[src/rtl/reg_dest_scoreboard.sv]
// reg_dest_scoreboard
// Destination-register scoreboard that sits between issue and the register file.
// Each register has a saturating pending-write counter. The issue stage uses the
// counters to detect read-after-write hazards and to stall when a counter is full.
// Writebacks decrement the counters and produce a registered one-hot write select.
// The hardwired-zero register is never tracked and never write-selected.
module reg_dest_scoreboard #(
   parameter int ADDR_W   = 5,
   parameter int ZERO_REG = 31,
   parameter int PEND_W   = 2
) (
   input  logic                    clk,
   input  logic                    reset_n,
   input  logic                    issue_valid,
   input  logic [ADDR_W-1:0]       issue_addr,
   output logic                    issue_ready,
   input  logic                    wb_en,
   input  logic [ADDR_W-1:0]       wb_addr,
   input  logic [ADDR_W-1:0]       rd_addr_a,
   input  logic [ADDR_W-1:0]       rd_addr_b,
   output logic                    hazard_a,
   output logic                    hazard_b,
   output logic [(1<<ADDR_W)-1:0]  busy,
   output logic [(1<<ADDR_W)-1:0]  wr_sel,
   output logic                    err
);

   localparam int                NREG      = 1 << ADDR_W;
   localparam logic [PEND_W-1:0] CNT_MAX   = '1;
   localparam logic [PEND_W-1:0] CNT_ONE   = PEND_W'(1);
   localparam logic [ADDR_W-1:0] ZERO_ADDR = ADDR_W'(ZERO_REG);

   logic [PEND_W-1:0] cnt_q [NREG];
   logic [PEND_W-1:0] cnt_d [NREG];
   logic [NREG-1:0]   wr_sel_q;
   logic [NREG-1:0]   wr_sel_d;
   logic              err_q;
   logic              err_d;

   logic [NREG-1:0]   issue_dec;
   logic [NREG-1:0]   wb_dec;
   logic              issue_is_zero;
   logic              wb_is_zero;
   logic              issue_accept;
   logic              wb_underflow;

   // Address decoders; the zero register bit is masked so it can never be tracked or written
   always_comb begin
      issue_dec = '0;
      wb_dec    = '0;
      issue_dec[issue_addr] = 1'b1;
      wb_dec[wb_addr]       = 1'b1;
      issue_dec[ZERO_ADDR]  = 1'b0;
      wb_dec[ZERO_ADDR]     = 1'b0;
   end

   // Issue handshake and underflow detection, all judged on the pre-edge counts
   always_comb begin
      issue_is_zero = (issue_addr == ZERO_ADDR);
      wb_is_zero    = (wb_addr == ZERO_ADDR);
      issue_ready   = issue_is_zero | (cnt_q[issue_addr] != CNT_MAX);
      issue_accept  = issue_valid & issue_ready & ~issue_is_zero;
      wb_underflow  = wb_en & ~wb_is_zero & (cnt_q[wb_addr] == '0);
   end

   // Per-register counter update; a matched issue and decrement on one register cancel out
   always_comb begin
      for (int i = 0; i < NREG; i++) begin
         logic inc;
         logic dec;
         inc      = issue_accept & issue_dec[i];
         dec      = wb_en & wb_dec[i] & (cnt_q[i] != '0);
         cnt_d[i] = cnt_q[i];
         if (inc && !dec) begin
            cnt_d[i] = cnt_q[i] + CNT_ONE;
         end else if (dec && !inc) begin
            cnt_d[i] = cnt_q[i] - CNT_ONE;
         end
      end
   end

   // Write select follows the writeback by one cycle; the error flag is sticky until reset
   always_comb begin
      wr_sel_d = wb_en ? wb_dec : '0;
      err_d    = err_q | wb_underflow;
   end

   // State registers with asynchronous reset that drops all pending counts at once
   always_ff @(posedge clk or negedge reset_n) begin
      if (!reset_n) begin
         for (int i = 0; i < NREG; i++) begin
            cnt_q[i] <= '0;
         end
         wr_sel_q <= '0;
         err_q    <= 1'b0;
      end else begin
         for (int i = 0; i < NREG; i++) begin
            cnt_q[i] <= cnt_d[i];
         end
         wr_sel_q <= wr_sel_d;
         err_q    <= err_d;
      end
   end

   // Status outputs derived directly from the current counts
   always_comb begin
      busy = '0;
      for (int i = 0; i < NREG; i++) begin
         busy[i] = (cnt_q[i] != '0);
      end
      busy[ZERO_ADDR] = 1'b0;
      hazard_a = busy[rd_addr_a];
      hazard_b = busy[rd_addr_b];
      wr_sel   = wr_sel_q;
      err      = err_q;
   end

endmodule
[config.mk]
export PLATFORM = sky130hd
export DESIGN_NAME = reg_dest_scoreboard
export DESIGN_NICKNAME = d
export VERILOG_FILES = /design/src/rtl/reg_dest_scoreboard.sv
export SDC_FILE = /design/constraint.sdc
export NUM_CORES = 1
export LEC_CHECK = 0
export BUFFER_PORTS_ARGS = -buffer_cell sky130_fd_sc_hd__buf_2
export CAP_MARGIN = 30
export CORE_UTILIZATION = 45
export DETAILED_ROUTE_END_ITERATION = 10
export PLACE_DENSITY = 0.66
export SLEW_MARGIN = 10
export SYNTH_ARGS = -nofsm -noshare
export SYNTH_HDL_FRONTEND = slang
export SYNTH_SLANG_ARGS = --single-unit
[constraint.sdc]
create_clock -name clk -period 6.16 [get_ports clk]
set_input_delay 0.308 -clock clk [delete_from_list [all_inputs] [get_ports clk]]
set_output_delay 0.308 -clock clk [all_outputs]
set_load 0.02 [all_outputs]
==> impl_metrics.env, run 1 <==
export IMPL_drv_max_cap_violation_count=0
export IMPL_tns_ps=0
export IMPL_synthArstFlopShare_pct=100
export IMPL_number_of_cells_on_the_worst_hold_path=3
export IMPL_floorplan_die_width_um=116
export IMPL_floorplan_core_area_um2=12700
export IMPL_preCtsSetupSlack_ps=2780
export IMPL_finish_net_count=713
export IMPL_clock_latency_on_the_worst_skew_pair_ps=350
export IMPL_timing_rr_start="cnt_q[8]$_DFFE_PN0P_"
export IMPL_post_route_min_period_ps=3050
export IMPL_netlist_instances=582
export IMPL_setup_worst_path_start="issue_addr[0]"
export IMPL_first_iter_violations=334
export IMPL_buffer_ports_inserted=89
export IMPL_htree_levels=3
export IMPL_std_cell_rows=41
export IMPL_dieArea_um2=13500
export IMPL_hold_path_startpoint="wb_en"
export IMPL_drv_slew=0
export IMPL_fmax_mhz=328
export IMPL_synthToLayoutAreaGrowth_pct=14.7
export IMPL_num_antenna_cells=0
export IMPL_synthesis_area_per_instance_um2=10.1
export IMPL_cts_max_path_buffers=2
export IMPL_worst_slew_pin_transition_ps=910
export IMPL_fillCellCount=1183
export IMPL_cts_resized=0
export IMPL_place_hpwl_um=12200
export IMPL_ctsRootBufferMaster="sky130_fd_sc_hd__clkbuf_16"
export IMPL_min_period_over_period_pct=49.5
export IMPL_p_comb_share_pct=43.0
export IMPL_cell_occurring_most_often_along_the_worst_timing_path="sky130_fd_sc_hd__buf_2"
export IMPL_power_per_cell_area_nw_per_um2=424
export IMPL_unrepaired_setup_endpoints_after_global_routing="false"
export IMPL_grt_start_max_net_pins=50
export IMPL_netlist_cell_type_count=43
export IMPL_tritoncts_num_sinks=94
export IMPL_final_setup_skew_ps=9.80
export IMPL_worst_hold_path_type="in -> reg"
export IMPL_dieHeight_um=116
export IMPL_type_of_element_launching_the_critical_path="input port"
export IMPL_postRouteWirelength_um=16300
export IMPL_data_required_time_at_the_worst_endpoint_ps=5850
export IMPL_route_detailed_drc=0
export IMPL_critical_path_slowest_cell="sky130_fd_sc_hd__mux4_2"
export IMPL_power_switching_fraction_pct=41.7
export IMPL_post_route_cells_drive_above_1_share_pct=22.6
export IMPL_drt_first_pass_iters=5
export IMPL_avgRoutedWirePerCell_um=19.5
export IMPL_cts_hold_buffers=1
export IMPL_yosys_register_bits=94
export IMPL_vias=4667
export IMPL_critical_path_start_end_classification="in -> out"
export IMPL_power_switching_mw=1.20
export IMPL_fin_total_pwr_mw=2.87
export IMPL_grt_antenna_before_repair=0
export IMPL_global_route_overflow_total=0
export IMPL_synth_flop_cell="sky130_fd_sc_hd__dfrtp_1"
export IMPL_status="finished, final reports clean"
export IMPL_cp_data_arrival_time_ps=2740
export IMPL_register_area_share_after_synthesis_pct=39.9
export IMPL_rr_worst_depth=10
export IMPL_cts_repair_timing_setup_buffer_count=0
export IMPL_netlist_area_um2=5890
export IMPL_post_drt_via_cell_ratio=5.59
export IMPL_worst_path_max_fanout=22
export IMPL_grt_first_pass_wirelength_um=25300
export IMPL_first_global_vias=4604
export IMPL_setup_violations=0
export IMPL_gpl_final_weighted_congestion=0.914
export IMPL_total_leakage_power_nw=3.26
export IMPL_cts_tree="done"
export IMPL_ios=92
export IMPL_synth_edf_count=0
export IMPL_worst_slack_ps=3110
export IMPL_yosys_warnings=0
export IMPL_worstPathCellList="buf_2 -> mux4_2 -> a22oi_1 -> o211ai_1 -> o22a_1 -> buf_8 -> inv_1 -> buf_2"
export IMPL_endpoint_kind="primary output"
export IMPL_maxSlewHeadroom_pct=39.2
export IMPL_clock_power_share_pct=19.0
export IMPL_vdd_ir_drop_worst_mv=0.196
export IMPL_postRouteAntennaNets=0
export IMPL_p_int_mw=1.67
export IMPL_cts_made_buffers=9
export IMPL_clk_pin_slew_worst_paths_ps=60
export IMPL_global_routing_usage_summed_across_all_routing_layers_pct=25.8
export IMPL_final_hold_violation_count=0
export IMPL_largest_stage_delay_on_the_critical_path_ps=640
export IMPL_power_sequential_fraction_pct=38.0
export IMPL_effective_utilization_at_floorplan_pct=46.5
Yosys cell counts, types with 5 or more instances:
cell type,n,area [um2]
sky130_fd_sc_hd__or3_1,5,31.3
sky130_fd_sc_hd__mux4_2,33,743
sky130_fd_sc_hd__nand2_1,65,244
sky130_fd_sc_hd__buf_1,5,18.8
sky130_fd_sc_hd__nor3b_1,5,37.5
sky130_fd_sc_hd__inv_1,27,101
sky130_fd_sc_hd__ha_1,31,388
sky130_fd_sc_hd__xor2_1,62,543
sky130_fd_sc_hd__xnor2_1,31,272
sky130_fd_sc_hd__a211oi_1,6,45.0
sky130_fd_sc_hd__dfrtp_1,94,2350
sky130_fd_sc_hd__and3b_1,6,52.6
sky130_fd_sc_hd__nor3_1,6,30.0
sky130_fd_sc_hd__clkbuf_1,17,63.8
sky130_fd_sc_hd__or2_2,5,31.3
sky130_fd_sc_hd__nor2_1,120,450
sky130_fd_sc_hd__a22oi_1,6,45.0
flip-flops by register name, indices dropped and copies added, names as in the netlist:
signal  flops
err         1
cnt_q      62
wr_sel     31
layout make-up:
| cell class | count | area (um2) | share of cell area, % |
|---|---|---|---|
| Inverter | 27 | 101 | 1.50 |
| Clock inverter | 4 | 28.8 | 0.426 |
| Multi-Input combinational cell | 433 | 3300 | 48.9 |
| Timing Repair Buffer | 93 | 488 | 7.22 |
| Sequential cell | 94 | 2350 | 34.8 |
| Tap cell | 172 | 215 | 3.19 |
| Clock buffer | 12 | 267 | 3.94 |
power groups by stage:
| stage | Combinational (mW) | Sequential [mW] | Clock, mW |
|---|---|---|---|
| 2_1_floorplan | 0.890 | 1.02 | 0 |
| 3_3_place_gp | 1.19 | 1.08 | 0 |
| 3_5_place_dp | 1.21 | 1.10 | 0 |
| 4_1_cts | 1.23 | 1.09 | 0.560 |
| 5_1_grt | 1.33 | 1.12 | 0.581 |
| 6_report | 1.23 | 1.09 | 0.546 |
path summary, 6_finish.rpt:
| path | end | slack [ps] |
|---|---|---|
| max | issue_ready | 3110 |
| min | err$_DFF_PN0_ | 320 |
| max reg2reg | cnt_q[3]$_DFFE_PN0P_ | 3280 |
| min reg2reg | cnt_q[55]$_DFFE_PN0P_ | 480 |
| max in group asynchronous | cnt_q[10]$_DFFE_PN0P_ | 4590 |
| min in group asynchronous | cnt_q[24]$_DFFE_PN0P_ | 520 |
metal layers:
metal  GRT usage [%]  wire (um)  vias up
met3            5.71       1290       37
met4            9.32        531        0
li1                -          -     2104
met2            40.6       7550      201
met1            35.1       6890     2325
met5               0          0        -
placed cells by master, fill, tap and decap left out, types with 2 or more instances in the layout:
cell type | synthesis | routed
sky130_fd_sc_hd__clkinvlp_4 | 0 | 2
sky130_fd_sc_hd__conb_1 | 1 | 2
sky130_fd_sc_hd__nand3b_1 | 3 | 3
sky130_fd_sc_hd__and3_1 | 2 | 2
sky130_fd_sc_hd__buf_4 | 2 | 3
sky130_fd_sc_hd__nor2_1 | 120 | 120
sky130_fd_sc_hd__and3b_1 | 6 | 6
sky130_fd_sc_hd__or3_1 | 5 | 5
sky130_fd_sc_hd__mux4_2 | 33 | 33
sky130_fd_sc_hd__nor2b_1 | 3 | 3
sky130_fd_sc_hd__xnor2_1 | 31 | 31
sky130_fd_sc_hd__nor3_1 | 6 | 6
sky130_fd_sc_hd__a2bb2oi_1 | 2 | 2
sky130_fd_sc_hd__ha_1 | 31 | 31
sky130_fd_sc_hd__or2_1 | 3 | 3
sky130_fd_sc_hd__o21ai_0 | 3 | 3
sky130_fd_sc_hd__clkbuf_8 | 0 | 3
sky130_fd_sc_hd__a211oi_1 | 6 | 6
sky130_fd_sc_hd__mux2i_1 | 4 | 4
sky130_fd_sc_hd__nand2_1 | 65 | 65
sky130_fd_sc_hd__nand2b_1 | 4 | 4
sky130_fd_sc_hd__nand3_1 | 4 | 4
sky130_fd_sc_hd__o211ai_1 | 2 | 2
sky130_fd_sc_hd__or3b_2 | 2 | 2
sky130_fd_sc_hd__inv_1 | 27 | 27
sky130_fd_sc_hd__clkbuf_16 | 0 | 9
sky130_fd_sc_hd__xor2_1 | 62 | 62
sky130_fd_sc_hd__nor3b_1 | 5 | 5
sky130_fd_sc_hd__a211o_1 | 4 | 4
sky130_fd_sc_hd__o221ai_1 | 3 | 3
sky130_fd_sc_hd__or2_2 | 5 | 5
sky130_fd_sc_hd__buf_2 | 3 | 88
sky130_fd_sc_hd__a31oi_1 | 3 | 3
sky130_fd_sc_hd__dfrtp_1 | 94 | 94
sky130_fd_sc_hd__a22oi_1 | 6 | 6
cell families after synthesis:
family          share of synthesized area, %
simple gates                            17.5
flops                                   39.9
xor+xnor                                13.8
buf+inv                                 4.02
mux                                     13.5
compound gates                          4.53
fa+ha+maj                               6.59
other cells                           0.0637
per-stage QoR:
step	instance area, um2	hold WS, ps	util (%)	cells
after floorplan	5890	12.4	-	583
after global placement	6440	358	50.8	817
after detailed placement	6450	375	50.9	818
after CTS	6760	301	53.3	835
after global routing	6760	335	53.3	835
final	6760	316	53.3	835
worst max-delay path, delay by kind of cell:
kind	cells	cell delay, ps
compound gates	3	770
buf+inv	4	1010
mux	1	640
No activity file was read; power rests on OpenSTA's default activity.
==> inputs of run 2 (changes only) <==
--- a/config.mk
+++ b/config.mk
@@ -5,11 +5,12 @@
 export SDC_FILE = /design/constraint.sdc
 export NUM_CORES = 1
 export LEC_CHECK = 0
+export ABC_AREA = 1
 export BUFFER_PORTS_ARGS = -buffer_cell sky130_fd_sc_hd__buf_2
 export CAP_MARGIN = 30
 export CORE_UTILIZATION = 45
 export DETAILED_ROUTE_END_ITERATION = 10
-export PLACE_DENSITY = 0.66
+export PLACE_DENSITY = 0.68
 export SLEW_MARGIN = 10
 export SYNTH_ARGS = -nofsm -noshare
 export SYNTH_HDL_FRONTEND = slang
==> constraint.sdc (replaced) <==
create_clock -name clk -period 2.5 [get_ports clk]
set_input_delay 0.125 -clock clk [delete_from_list [all_inputs] [get_ports clk]]
set_output_delay 0.125 -clock clk [all_outputs]
set_load 0.02 [all_outputs]
==> run 2 against run 1 <==
  * Worst hold slack worse by 110 ps
  * Critical path depth is 7 higher
  * Design area is 8.0% higher
  * Clock power grew to 2.6 times the previous value
  * Final cell count is 38% higher
  * Combinational power is 150% higher
  * Sequential share of layout area is 2.6 points lower
  * Sequential power is 130% higher
  * First-iteration DRC count is 55% higher
  * Register-to-register slack worse by 3100 ps
  * Critical endpoint is now cnt_q[49]$_DFFE_PN0P_
  * Highest routed layer unchanged
==> impl_metrics.env, run 2 <==
export IMPL_synth_top_cells_by_count="271 x sky130_fd_sc_hd__nand2_1, 98 x sky130_fd_sc_hd__inv_1, 97 x sky130_fd_sc_hd__nor2_1"
export IMPL_synthSimpleGateAreaFrac_pct=27.7
export IMPL_power_per_cell_area_nw_per_um2=956
export IMPL_top_register="cnt_q"
export IMPL_synth_area_mux_share_pct=0
export IMPL_dieArea_um2=14300
export IMPL_tritoncts_num_sinks=94
export IMPL_std_cell_rows=42
export IMPL_most_common_cell_after_layout_fill_and_taps_aside="sky130_fd_sc_hd__nand2_1"
export IMPL_synth_xor_area_share_pct=8.75
export IMPL_fin_total_pwr_mw=6.97
export IMPL_netlist_area_um2=6200
export IMPL_placement_cell_area_um2=6960
export IMPL_avgRoutedWirePerCell_um=16.1
export IMPL_final_hold_violation_count=0
export IMPL_fillCellCount=1340
export IMPL_dieHeight_um=119
export IMPL_endpoint_kind="register"
export IMPL_postRouteAntennaNets=0
export IMPL_synthArstFlopShare_pct=100
export IMPL_postRouteWirelength_um=18500
export IMPL_ios=92
export IMPL_finalHoldWorstSlack_ps=211
export IMPL_synth_adder_area_share_pct=6.25
export IMPL_cts_made_buffers=9
export IMPL_effective_utilization_at_floorplan_pct=46.5
export IMPL_mostFrequentLayoutCells="271 x sky130_fd_sc_hd__nand2_1, 98 x sky130_fd_sc_hd__inv_1, 94 x sky130_fd_sc_hd__nor2_1, 94 x sky130_fd_sc_hd__dfrtp_1, 88 x sky130_fd_sc_hd__buf_2"
export IMPL_tns_ps=0
export IMPL_clock_latency_on_the_worst_skew_pair_ps=350
export IMPL_status="finished, final reports clean"
export IMPL_grt_antenna_before_repair=0
export IMPL_route_detailed_drc=0
export IMPL_yosysMostFrequentCell="sky130_fd_sc_hd__nand2_1"
export IMPL_netlist_instances=867
export IMPL_synth_top_area_share_pct=37.9
export IMPL_global_route_overflow_total=0
export IMPL_synth_edf_count=0
export IMPL_critical_path_start_end_classification="reg -> reg"
export IMPL_setup_violations=0
export IMPL_drv_max_cap_violation_count=0
export IMPL_place_hpwl_um=14300
export IMPL_synth_flop_cell="sky130_fd_sc_hd__dfrtp_1"
export IMPL_floorplan_core_area_um2=13300
export IMPL_worst_path_max_fanout=6
export IMPL_vias=5918
export IMPL_unrepaired_setup_endpoints_after_global_routing="true"
export IMPL_gpl_final_weighted_congestion=0.936
export IMPL_first_iter_violations=518
export IMPL_register_area_share_after_synthesis_pct=37.9
export IMPL_placedCellCount=1134
export IMPL_synth_compound_area_share_pct=11.0
export IMPL_vdd_ir_drop_worst_mv=0.515
export IMPL_post_route_cells_drive_above_1_share_pct=15.6
export IMPL_postLayoutCellArea_um2=7290
export IMPL_worst_slack_ps=157
export IMPL_maxSlewHeadroom_pct=58.0
export IMPL_finish_net_count=1028
export IMPL_grt_first_pass_wirelength_um=29700
export IMPL_netlist_cell_type_count=25
export IMPL_worst_hold_path_type="in -> reg"
export IMPL_multi_input_area_um2=3350
export IMPL_final_setup_skew_ps=9.09
export IMPL_preCtsSetupSlack_ps=-4.52
export IMPL_total_leakage_power_nw=3.72
export IMPL_worst_slew_pin_transition_ps=629
export IMPL_sequential_standard_cell_area_um2=2350
export IMPL_num_antenna_cells=0
export IMPL_number_of_cells_on_the_worst_hold_path=5
export IMPL_number_of_flip_flops_in_the_largest_register=62
export IMPL_finish_utilization_pct=54.6
export IMPL_yosys_warnings=0
export IMPL_synthToLayoutAreaGrowth_pct=17.6
export IMPL_final_cells=1152
export IMPL_cts_max_path_buffers=2
export IMPL_synth_top_family_by_area="simple AND/OR/NAND/NOR gates"
export IMPL_fmax_mhz=427
export IMPL_cp_data_arrival_time_ps=2580
export IMPL_drv_slew=0
export IMPL_global_routing_usage_summed_across_all_routing_layers_pct=27.3
export IMPL_htree_levels=3
export IMPL_floorplan_die_width_um=119
export IMPL_type_of_element_launching_the_critical_path="register"
export IMPL_synthesis_area_per_instance_um2=7.16
export IMPL_buffer_ports_inserted=89
export IMPL_ctsRootBufferMaster="sky130_fd_sc_hd__clkbuf_16"
export IMPL_cell_taking_the_most_area_after_synthesis="sky130_fd_sc_hd__dfrtp_1"
export IMPL_grt_start_max_net_pins=48
export IMPL_synth_area_leaders="sky130_fd_sc_hd__dfrtp_1 38%, sky130_fd_sc_hd__nand2_1 16%, sky130_fd_sc_hd__xnor2_1 6.6%, sky130_fd_sc_hd__ha_1 6.3%, sky130_fd_sc_hd__inv_1 5.9%"
export IMPL_post_drt_via_cell_ratio=5.14
export IMPL_drt_first_pass_iters=5
export IMPL_cts_tree="done"
export IMPL_min_period_over_period_pct=93.7
export IMPL_yosys_register_bits=94
export IMPL_rr_worst_depth=15
export IMPL_data_required_time_at_the_worst_endpoint_ps=2730
export IMPL_post_route_min_period_ps=2340
export IMPL_clk_pin_slew_worst_paths_ps=70
export IMPL_first_global_vias=5607
[run 2: where the power goes]
part | internal (mW) | switching (mW) | total (mW)
Clock | 0.821 | 0.581 | 1.40
Sequential | 2.02 | 0.492 | 2.52
Combinational | 1.00 | 2.05 | 3.05
Total | 3.84 | 3.13 | 6.97
[run 2: worst max-delay path: stages (launching register included)]
cell                      delay [ps]
sky130_fd_sc_hd__dfrtp_1         430
sky130_fd_sc_hd__nand2_1          90
sky130_fd_sc_hd__o21ai_0          70
sky130_fd_sc_hd__nand2_1          80
sky130_fd_sc_hd__nand2_1          50
sky130_fd_sc_hd__nand2_1          50
sky130_fd_sc_hd__nand2_1          80
sky130_fd_sc_hd__nor2_1           90
sky130_fd_sc_hd__nand2_1          80
sky130_fd_sc_hd__nand2_2          90
sky130_fd_sc_hd__nand3_4         120
sky130_fd_sc_hd__nor2_1          300
sky130_fd_sc_hd__ha_1            320
sky130_fd_sc_hd__a21oi_1         120
sky130_fd_sc_hd__o21ai_0         110
sky130_fd_sc_hd__xor2_1          150
[run 2: path summary, 6_finish.rpt]
| check | startpoint | to | slack [ps] |
|---|---|---|---|
| max in group asynchronous | reset_n | cnt_q[15]$_DFFE_PN0P_ | 1540 |
| min in group asynchronous | reset_n | cnt_q[4]$_DFFE_PN0P_ | 330 |
| setup reg to reg | cnt_q[60]$_DFFE_PN0P_ | cnt_q[49]$_DFFE_PN0P_ | 160 |
| hold / removal | wb_en | err$_DFF_PN0_ | 210 |
| hold reg to reg | err$_DFF_PN0_ | err$_DFF_PN0_ | 460 |
| setup / recovery | cnt_q[60]$_DFFE_PN0P_ | cnt_q[49]$_DFFE_PN0P_ | 160 |
[run 2: logic make-up (layout without fill, tap and decap cells)]
family,Yosys count,in the layout
compound gates,134,134
buf+inv,122,230
flops,94,94
simple gates,423,423
fa+ha+maj,31,31
other cells,1,2
xor+xnor,62,62
[run 2: cell type report]
cell class	count	share of cell area [%]
clock inverters	1	0.412
clock buffers	13	3.57
well taps	176	3.02
inverters	103	5.30
flip-flops and latches	94	32.2
multi-input cells	652	46.0
repair buffers	113	9.50
[run 2: per-layer routing]
metal / part of all wire [%] / GRT usage, % / up-vias / routed length [um]
met3: 8.7 / 5.70 / 21 / 1620
met2: 43 / 40.9 / 229 / 8000
li1: - / - / 2920 / -
met1: 47 / 39.8 / 2748 / 8640
met4: 1.4 / 7.50 / 0 / 256
met5: 0 / 0 / - / 0
[run 2: timing repair]
action / CTS / global route
endpoints found under the hold margin: 45 / 0
endpoints found under the setup margin: 0 / 29
hold buffers: 1 / 0
resized for setup: 0 / 9
buffers inserted: 0 / 3
